$ cat config.mk
export PLATFORM = sky130hd
export DESIGN_NAME = tile_collector
export DESIGN_NICKNAME = d
export VERILOG_FILES = /design/src/rtl/tile_pkg.sv /design/src/rtl/Counter.sv /design/src/rtl/tile_collector.sv
export SDC_FILE = /design/constraint.sdc
export NUM_CORES = 1
export LEC_CHECK = 0
export ABC_AREA = 1
export CORE_MARGIN = 4
export CORE_UTILIZATION = 40
export DETAILED_ROUTE_END_ITERATION = 7
export GPL_TIMING_DRIVEN = 0
export PLACE_DENSITY = 0.72
export SETUP_SLACK_MARGIN = 0.4
export SLEW_MARGIN = 15
export SYNTH_ARGS = -nofsm -noshare
export SYNTH_HDL_FRONTEND = slang
export SYNTH_SLANG_ARGS = --single-unit
export TNS_END_PERCENT = 5
$ cat constraint.sdc
create_clock -name clk -period 6.55 [get_ports clk]
set_clock_uncertainty 0.2 [all_clocks]
set_input_delay 0.9825 -clock clk [delete_from_list [all_inputs] [get_ports clk]]
set_output_delay 0.9825 -clock clk [all_outputs]
set_load 0.005 [all_outputs]
$ cat src/rtl/tile_pkg.sv
// Shared constants and state encoding for the tile collector.
package tile_pkg;

    localparam int TILE_DIM   = 4;
    localparam int TILE_ELEMS = TILE_DIM * TILE_DIM;
    localparam int TAG_W      = 8;
    localparam int CNT_W      = 4;

    typedef enum logic [1:0] {
        ST_IDLE = 2'd0,
        ST_FILL = 2'd1,
        ST_FULL = 2'd2
    } state_t;

endpackage

$ cat src/rtl/Counter.sv
// Up-counter with synchronous clear; o_co flags the enabled cycle at terminal count.
module Counter #(
    parameter int W = 4
) (
    input  logic         i_clk,
    input  logic         i_rst,
    input  logic         i_clr,
    input  logic         i_en,
    output logic [W-1:0] o_count,
    output logic         o_co
);

    always_ff @(posedge i_clk or posedge i_rst) begin
        if (i_rst) begin
            o_count <= '0;
        end else if (i_clr) begin
            o_count <= '0;
        end else if (i_en) begin
            o_count <= o_count + 1'b1;
        end
    end

    assign o_co = i_en && (o_count == {W{1'b1}});

endmodule

$ cat src/rtl/tile_collector.sv
// Gathers 16 read words into a 4x4 tile and hands it to the consumer over valid/ready.
// Optional sticky protocol-error detection is built when COLLECT_ERR_EN is defined.
module tile_collector
    import tile_pkg::*;
#(
    parameter int DATA_W = 8
) (
    input  logic                         clk,
    input  logic                         rst,
    input  logic                         start,
    output logic                         start_ready,
    input  logic [TAG_W-1:0]             tag_i,
    input  logic [TAG_W-1:0]             tag_k,
    input  logic                         rd_valid,
    input  logic [DATA_W-1:0]            rd_data,
    output logic                         busy,
    output logic                         tile_valid,
    input  logic                         tile_ready,
    output logic [TILE_ELEMS*DATA_W-1:0] tile_data,
    output logic [TAG_W-1:0]             tile_i,
    output logic [TAG_W-1:0]             tile_k,
    output logic                         err
);

    state_t                         r_state;
    logic [TILE_ELEMS*DATA_W-1:0]   r_fill;
    logic [TILE_ELEMS*DATA_W-1:0]   w_fill_bypass;
    logic [TAG_W-1:0]               r_fill_i;
    logic [TAG_W-1:0]               r_fill_k;
    logic [TILE_ELEMS*DATA_W-1:0]   r_tile_data;
    logic [TAG_W-1:0]               r_tile_i;
    logic [TAG_W-1:0]               r_tile_k;
    logic                           r_tile_valid;
    logic [CNT_W-1:0]               w_count;
    logic                           w_last;
    logic                           w_cnt_en;
    logic                           w_start_acc;
    logic                           w_out_free;

    assign w_start_acc = start && (r_state == ST_IDLE);
    assign w_cnt_en    = rd_valid && (r_state == ST_FILL);
    assign w_out_free  = !r_tile_valid || tile_ready;

    Counter #(.W(CNT_W)) u_elem_cnt (
        .i_clk   (clk),
        .i_rst   (rst),
        .i_clr   (w_start_acc),
        .i_en    (w_cnt_en),
        .o_count (w_count),
        .o_co    (w_last)
    );

    // Final element goes straight to the output register without a detour through the fill buffer.
    always_comb begin
        w_fill_bypass = r_fill;
        w_fill_bypass[(TILE_ELEMS-1)*DATA_W +: DATA_W] = rd_data;
    end

    // NOTE: the fill buffer has no reset; every slot is rewritten before a tile is handed out.
    always_ff @(posedge clk) begin
        if (w_cnt_en) begin
            r_fill[w_count*DATA_W +: DATA_W] <= rd_data;
        end
    end

    always_ff @(posedge clk or posedge rst) begin
        if (rst) begin
            r_state      <= ST_IDLE;
            r_fill_i     <= '0;
            r_fill_k     <= '0;
            r_tile_data  <= '0;
            r_tile_i     <= '0;
            r_tile_k     <= '0;
            r_tile_valid <= 1'b0;
        end else begin
            // A transfer later in this block overrides the drain-clear.
            if (r_tile_valid && tile_ready) begin
                r_tile_valid <= 1'b0;
            end
            case (r_state)
                ST_IDLE: begin
                    if (start) begin
                        r_fill_i <= tag_i;
                        r_fill_k <= tag_k;
                        r_state  <= ST_FILL;
                    end
                end
                ST_FILL: begin
                    if (w_last) begin
                        if (w_out_free) begin
                            r_tile_data  <= w_fill_bypass;
                            r_tile_i     <= r_fill_i;
                            r_tile_k     <= r_fill_k;
                            r_tile_valid <= 1'b1;
                            r_state      <= ST_IDLE;
                        end else begin
                            r_state <= ST_FULL;
                        end
                    end
                end
                ST_FULL: begin
                    if (w_out_free) begin
                        r_tile_data  <= r_fill;
                        r_tile_i     <= r_fill_i;
                        r_tile_k     <= r_fill_k;
                        r_tile_valid <= 1'b1;
                        r_state      <= ST_IDLE;
                    end
                end
                default: r_state <= ST_IDLE;
            endcase
        end
    end

`ifdef COLLECT_ERR_EN
    logic r_err;

    always_ff @(posedge clk or posedge rst) begin
        if (rst) begin
            r_err <= 1'b0;
        end else if ((rd_valid && (r_state != ST_FILL)) || (start && (r_state != ST_IDLE))) begin
            r_err <= 1'b1;
        end
    end

    assign err = r_err;
`else
    assign err = 1'b0;
`endif

    assign start_ready = (r_state == ST_IDLE);
    assign busy        = (r_state != ST_IDLE);
    assign tile_valid  = r_tile_valid;
    assign tile_data   = r_tile_data;
    assign tile_i      = r_tile_i;
    assign tile_k      = r_tile_k;

endmodule

# --- After elaboration in Yosys (flattened, before gate mapping) ---
# Index checks and enable logic that the tools add are counted.
op_classes:
  n_addsub: 2
  mux: 22
  n_shift: 2
  n_reduce_logical: 14
  n_eq_ne: 7
ops:
  columns: ["op", "n"]
  rows:
  - ["$mux W128", 3]
  - ["$pmux W128 S2", 1]
  - ["$bwmux W128", 1]
  - ["$shift A8 B34 Y128 const A", 1]
  - ["$shiftx A8 B34 Y128", 1]
  - ["$neg A7 Y34", 1]
  - ["$mux W8", 4]
  - ["$pmux W8 S2", 2]
  - ["$mux W2", 4]
  - ["$mux W4", 2]
  - ["$ne A2 B2 Y1 const B", 3]
  - ["$pmux W2 S3", 1]
  - ["$reduce_bool A2 Y1", 3]
  - ["$add A4 B1 Y4 const B", 1]
  - ["$eq A4 B4 Y1 const B", 1]
  - ["$logic_and A1 B1 Y1", 4]
  - ["$reduce_and A2 Y1", 2]
  - ["$reduce_and A4 Y1", 1]
  - ["$mux W1", 3]
  - ["$reduce_and A3 Y1", 1]
  - ["$eq A2 B1 Y1 const B", 1]
  - ["$eq A2 B2 Y1 const B", 1]
  - ["$logic_not A2 Y1", 1]
  - ["$ne A2 B1 Y1 const B", 1]
  - ["other kinds (3)", 3]
word_totals:
  word_cells: 56
  output_inout_bits: 148
  input_bits: 29
  ff_bits: 295

# --- Longest topological paths before layout ---
# Gate-level depths: netlist of run 1.
depth:
  depth_word: 5
  ltp_mapped: 11
  ltp_nobuf: 9

# --- By module ---
# From an unflattened synthesis of run 1, not the netlist that was laid out.
unflattened:
  cells_unflattened: 1170
  hier_area_um2: 11835.1
modules_own_cells:
  columns: ["mod", "cells_each", "area_each_um2", "seq_area_each_um2", "instances"]
  rows:
  - ["tile_collector", 1144, 11633.7, 7922.6, 1]
  - ["Counter", 26, 201.4, 100.1, 1]

# --- Worst setup path before layout of run 1 ---
# No wires, ideal clock.
synth_path:
  kind: "register to register"
  from: "register u_elem_cnt.o_count[0] (netlist name)"
  to: "register r_fill[0] (enable)"
  n_path_buf: 4
  stages_incl_launch_ff: 10
  period_less_slack_ps: 3042
  required_time_ps: 5979
  t_arrival_ps: 2471
  setup_time_ps: 371
  setup_slack_ps: 3508
  cell_sequence: "dfrtp_1 -> inv_1 -> buf_2 -> buf_1 -> ha_1 -> buf_2 -> inv_1 -> clkbuf_1 -> nand4_1 -> nor2_1"
synth_lines:
  columns: ["item", "line_no", "source"]
  rows:
  - ["end signal: indexed assignment", "tile_collector.sv:62", "r_fill[w_count*DATA_W +: DATA_W] <= rd_data;"]
  - ["end: declaration", "tile_collector.sv:26", "logic [TILE_ELEMS*DATA_W-1:0] r_fill;"]

==> summary.md, run 1 <==
| Metric | Value |
|---|---|
| Antenna violations before repair | `3` |
| Commonest non-fill, non-tap cell in the layout | `nand2_1` |
| Synth top area share | `34.8%` |
| Row Count | `63` |
| Deepest clock path buffer count | `3` |
| Post-synthesis sequential area ratio | `66.9%` |
| Post-route ant nets | `0` |
| Area of the multi-input gates | `3260 um^2` |
| Avg WL per Cell | `16.9 um` |
| Yosys warning count | `0` |
| Max cap viols | `0` |
| Yosys reg bits | `295` |
| Register area | `8020 um^2` |
| Synth Instances | `1152` |
| Maximum net fanout on the critical path | `10` |
| Arrival time at the worst endpoint | `3.70 ns` |
| Path type of the worst min-delay path | `reg -> reg` |
| Max Clock Freq | `269 MHz` |
| Setup Buffers After CTS | `0` |
| Final hold violations | `0` |
| Die H | `181 um` |
| RSZ-0062 raised after global routing | `false` |
| Drt total wl | `30000 um` |
| Pre-antenna DRT Iters | `6` |
| Die ar. | `32800 um^2` |
| Setup crit end kind | `flip-flop` |
| I/O pins | `177` |
| Clock slew at the register clock pins of the worst setup and hold paths | `0.06 ns` |
| Run status | `finished, final reports clean` |
| PortBufs | `175` |
| Fillers | `2658` |
| Met3 Use GR | `4.49%` |
| Worst hold slack | `0.245 ns` |
| Post-synth EDFFs | `128` |
| Slew of the pin with the lowest slew margin | `0.795 ns` |
| Vias in the first global route | `8687` |
| Non-Filler Instances | `1779` |
| Post-Place Setup Slack | `2.97 ns` |
| Initial core utilization | `40.5%` |
| Leak | `6.36 nW` |
| Vias per inst | `4.81` |
| Post-synth top area cell | `dfrtp_1` |
| DP HPWL | `22400 um` |
| Largest net degree at the start of global routing | `100` |
| GR peak layer | `met2` |
| Tmin final | `3.72 ns` |
| Synth Cell Area | `12000 um^2` |
| Nets | `1398` |
| Met2 usage | `29.6%` |
| Clk Latency, worst-skew pair | `0.55 ns` |
| CP startpoint kind | `flip-flop` |
| Global-route wire length before repair | `47700 um` |
| Dpl cells | `1718` |
| Simple-gate area share of the yosys netlist | `24.4%` |
| Final setup margin | `2.83 ns` |
| XOR/XNOR share of the synthesized area | `0%` |
| Clock net sink count | `295` |
| Post-synthesis compound-gate area fraction | `1.92%` |
| Mux cell area share after synthesis | `0%` |
| Core Area | `29600 um^2` |
| Post-synth ARST share | `56.6%` |
| Setup violations, final | `0` |
| Critical path required time | `6.53 ns` |
| CTS tree | `yes` |
| Vias | `8549` |
| Top cells by area, synth | `dfrtp_1, edfxtp_1, nand2_1, nand2_2, nor2_1` |
| PostCTS Resize Cnt | `0` |
| Peak VDD IR | `267 uV` |
| Final Slew Violations | `0` |
| H-tree depth | `1` |
| Pwr Total | `8.24 mW` |
| Hold-fix buffers, CTS | `0` |
| Top FF cell, synth | `dfrtp_1` |
| Global route overflow | `0` |
| Synth Area in Adders | `0.834%` |
| Commonest cells after routing, fill and taps aside | `nand2_1, clkdlybuf4s50_1, dfrtp_1` |
| Avg Inst Size Synth | `10.4 um^2` |
| Crit path kind | `reg -> reg` |
| DR iter-0 viols | `693` |
| Relative slew margins | `46.8%` |
| DIE WIDTH | `181 um` |
| Power density over cell area | `540 nW/um^2` |
| Clk root buf | `clkbuf_16` |
| Placer congestion estimate | `0.934` |
| Met1 usage in global routing | `23.5%` |
| Unique masters post-synth | `26` |
| Share of layout cells above drive strength 1 | `12.9%` |
| Total CTS buffers | `31` |
| GRT Overall Usage | `18.0%` |
| Final period util | `56.8%` |
| Core Util, Final | `51.5%` |
| Post-Synthesis Net Count | `1189` |
| DRC Markers | `0` |
| Largest family of logic cells by synthesized area | `simple AND/OR/NAND/NOR gates` |
| Layout area overhead | `27.2%` |
==> final cells by class <==
cell class	instances	area share, %
buffer	64	3.21
inverter	60	1.52
tap	390	3.20
clock inverter	10	0.590
multi-input combinational	733	21.4
clock buffer	48	5.83
antenna	3	0.0492
sequential	295	52.6
timing repair buffer	176	11.7
==> final timing paths <==
| kind | cells past startpoint | slack [ns] | startpoint | end |
|---|---|---|---|---|
| worst max-delay path | 9 | 2.83 | u_elem_cnt.o_count[0] | r_fill[5] |
| worst min-delay path | 2 | 0.25 | r_fill[77] | tile_data[77] |
| worst max register to register | 9 | 2.83 | u_elem_cnt.o_count[0] | r_fill[5] |
| worst min register to register | 2 | 0.25 | r_fill[77] | tile_data[77] |
| max in group asynchronous | 3 | 4.59 | rst | tile_data[75] |
| min in group asynchronous | 2 | 0.69 | rst | r_fill_k[5] |
==> cell families after synthesis <==
| group | Yosys count |
|---|---|
| other cells | 1 |
| simple gates | 679 |
| fa+ha+maj | 8 |
| flops | 295 |
| compound gates | 45 |
| buf+inv | 124 |
==> synth_stat cells (3+ instances only) <==
master    count
a21oi_1       3
buf_1         6
buf_12       10
buf_2        12
buf_4        13
buf_6         3
clkbuf_1     20
dfrtp_1     167
edfxtp_1    128
ha_1          8
inv_1        59
nand2_1     382
nand2_2      91
nand3_1      10
nand4_1      19
nor2_1      115
nor3_1       58
o21ai_0      40
==> registers in the layout, indices dropped and copies added, names as in the netlist <==
register	cells
r_fill	128
tile_data	128
r_fill_i	8
r_fill_k	8
tile_i	8
tile_k	8
u_elem_cnt.o_count	4
r_state	2
tile_valid	1
==> layer usage <==
layer	share of wire, %	wire [um]	up-vias
li1	-	-	4110
met1	42	12600	4057
met2	47	14100	315
met3	7.8	2350	67
met4	3.1	942	0
met5	0	0	-
==> critical path: stages, from the launching register on <==
cell	delay [ns]
dfrtp_1	0.44
inv_1	0.13
buf_2	0.22
buf_1	0.44
ha_1	0.32
buf_2	0.18
inv_1	0.09
clkbuf_1	0.32
nand4_1	0.38
nor2_1	0.62
==> report_power, final <==
group | switching [mW] | internal (mW) | leakage (nW)
sequential | 0.316 | 2.52 | 3.07
combinational | 2.08 | 1.65 | 2.81
clock | 0.699 | 0.974 | 0.480
==> metrics by stage <==
step / TNS, ns / instance area [um^2]
global route: 0 / 15300
floorplan: 0 / 12000
detailed placement: 0 / 14300
CTS: 0 / 15300
global placement: -248.07 / 14200
finish: 0 / 15300
(Power assumes the default switching activity.)
==> run 2, diff against run 1 <==
--- a/config.mk
+++ b/config.mk
@@ -10,7 +10,7 @@
 export CORE_UTILIZATION = 40
 export DETAILED_ROUTE_END_ITERATION = 7
 export GPL_TIMING_DRIVEN = 0
-export PLACE_DENSITY = 0.72
+export PLACE_DENSITY = 0.74
 export SETUP_SLACK_MARGIN = 0.4
 export SLEW_MARGIN = 15
 export SYNTH_ARGS = -nofsm -noshare
==> constraint.sdc (replaced) <==
create_clock -name clk -period 3.41 [get_ports clk]
set_clock_uncertainty 0.2 [all_clocks]
set_input_delay 0.5115 -clock clk [delete_from_list [all_inputs] [get_ports clk]]
set_output_delay 0.5115 -clock clk [all_outputs]
set_load 0.005 [all_outputs]
==> run 2 against run 1 <==
  * Global-route usage increased by 0.12 points
  * First-iteration DRC count increased by 4.0%
  * Non-clock buffer count increased by 9
  * Combinational power grew 94%
  * Via count increased by 1.7%
  * Cell area is 2.1% higher
  * Sequential power up 92%
  * Register-to-register slack got worse by 2.4 ns
  * Highest routed layer unchanged
==> summary.md, run 2 (same netlist as run 1, synthesis figures left out) <==
| Metric | Value |
|---|---|
| Peak VDD IR | `476 uV` |
| Share of layout cells above drive strength 1 | `15.3%` |
| PortBufs | `175` |
| Deepest clock path buffer count | `3` |
| Global-route wire length before repair | `47800 um` |
| Maximum net fanout on the critical path | `10` |
| Avg WL per Cell | `17.2 um` |
| Initial core utilization | `40.5%` |
| Total CTS buffers | `31` |
| Row Count | `63` |
| Critical path's slowest cell | `nor2_2` |
| Max Clock Freq | `339 MHz` |
| Final period util | `86.6%` |
| Crit path kind | `reg -> reg` |
| Leak | `6.45 nW` |
| Dpl cell area | `14300 um^2` |
| I/O pins | `177` |
| DRC Markers | `0` |
| Tmin final | `2.95 ns` |
| Clk Latency, worst-skew pair | `0.57 ns` |
| Run status | `finished, final reports clean` |
| Largest net degree at the start of global routing | `38` |
| CP peak stage delay | `0.44 ns` |
| Layout area overhead | `29.8%` |
| Antenna violations before repair | `2` |
| Slew of the pin with the lowest slew margin | `0.576 ns` |
| Setup crit end kind | `flip-flop` |
| Final hold violations | `0` |
| Core Area | `29600 um^2` |
| Hold-fix buffers, CTS | `0` |
| CP delay by family, top | `simple AND/OR/NAND/NOR gates` |
| H-tree depth | `1` |
| Path type of the worst min-delay path | `in -> async` |
| CTS tree | `yes` |
| Crit-path cells | `inv_1 -> buf_2 -> buf_2 -> ha_1 -> nand2_1 -> nand2_1 -> buf_2 -> nand3_1 -> nor2_2` |
| Critical path required time | `3.43 ns` |
| Pre-antenna DRT Iters | `6` |
| Setup violations, final | `0` |
| Commonest cells after routing, fill and taps aside | `nand2_1, clkdlybuf4s50_1, dfrtp_1` |
| RSZ-0062 raised after global routing | `true` |
| Vias | `8697` |
| Final Slew Violations | `0` |
| Global route overflow | `0` |
| Post-Place Setup Slack | `-0.167 ns` |
| Vias per inst | `4.87` |
| Relative slew margins | `61.3%` |
| R2r setup slk | `0.46 ns` |
| DIE WIDTH | `181 um` |
| Die ar. | `32800 um^2` |
| Worst hold slack | `0.153 ns` |
| Die H | `181 um` |
| Vias in the first global route | `8770` |
| Fillers | `2625` |
| Placer congestion estimate | `0.913` |
| CP startpoint kind | `flip-flop` |
| Power density over cell area | `1030 nW/um^2` |
| Clk root buf | `clkbuf_16` |
| DR iter-0 viols | `721` |
| Most used cell along the critical path | `buf_2` |
| DP HPWL | `22600 um` |
| Final setup margin | `0.458 ns` |
| Finished Cell Area | `15600 um^2` |
| Sum of buffers and inverters on the critical path | `4` |
| Core Util, Final | `52.6%` |
| Drt total wl | `30700 um` |
| Max cap viols | `0` |
| Clock slew at the register clock pins of the worst setup and hold paths | `0.06 ns` |
| Commonest non-fill, non-tap cell in the layout | `nand2_1` |
| Arrival time at the worst endpoint | `2.97 ns` |
| Post-route ant nets | `0` |
| GRT Overall Usage | `18.1%` |
| CP Launch Point | `u_elem_cnt.o_count[0]` |
| Nets | `1407` |
| Critical R2R Launch | `u_elem_cnt.o_count[0]` |
| Clock net sink count | `295` |
==> run 2: routing by layer <==
layer,routed length [um],vias up,GRT usage (%)
met5,0,-,0
met1,12800,4142,23.7
met2,14400,356,30.0
met3,2370,72,3.97
li1,-,4127,-
met4,1140,0,6.45
==> run 2: final timing paths <==
check,end,depth (start not counted)
worst max-delay path,r_fill[108],9
worst min-delay path,r_fill_k[5],2
worst max register to register,r_fill[108],9
worst min register to register,tile_data[75],2
max in group asynchronous,tile_data[27],4
min in group clk,tile_data[75],2
==> run 2: metrics by stage <==
| stage | std cells | power (mW) | TNS (ns) |
|---|---|---|---|
| floorplan | 1152 | 9.47 | 0 |
| global placement | 1717 | 12.5 | -137.30 |
| detailed placement | 1722 | 12.6 | -1.33 |
| CTS | 1781 | 16.1 | 0 |
| global route | 1787 | 17.1 | 0 |
| finish | 1787 | 16.0 | 0 |
==> run 2: where the power goes <==
group	leakage, nW	switching [mW]	internal (mW)
combinational	2.88	4.02	3.20
clock	0.497	1.43	1.94
sequential	3.07	0.598	4.84
total	6.45	6.06	9.98
==> run 2: final cells by class <==
type | instances | area, um^2 | share of cell area [%]
clock inverter | 16 | 136 | 0.875
tap | 390 | 488 | 3.13
buffer | 64 | 493 | 3.16
clock buffer | 42 | 900 | 5.77
inverter | 60 | 229 | 1.47
timing repair buffer | 185 | 1940 | 12.4
sequential | 295 | 8020 | 51.5
multi-input combinational | 733 | 3370 | 21.6
antenna | 2 | 5.00 | 0.0321
==> run 2: timing repair <==
action / 4_1_cts / 5_1_grt
pin swaps: 1 / 4
endpoints found under the setup margin: 130 / 139
resized for setup: 22 / 12
setup buffers: 1 / 4
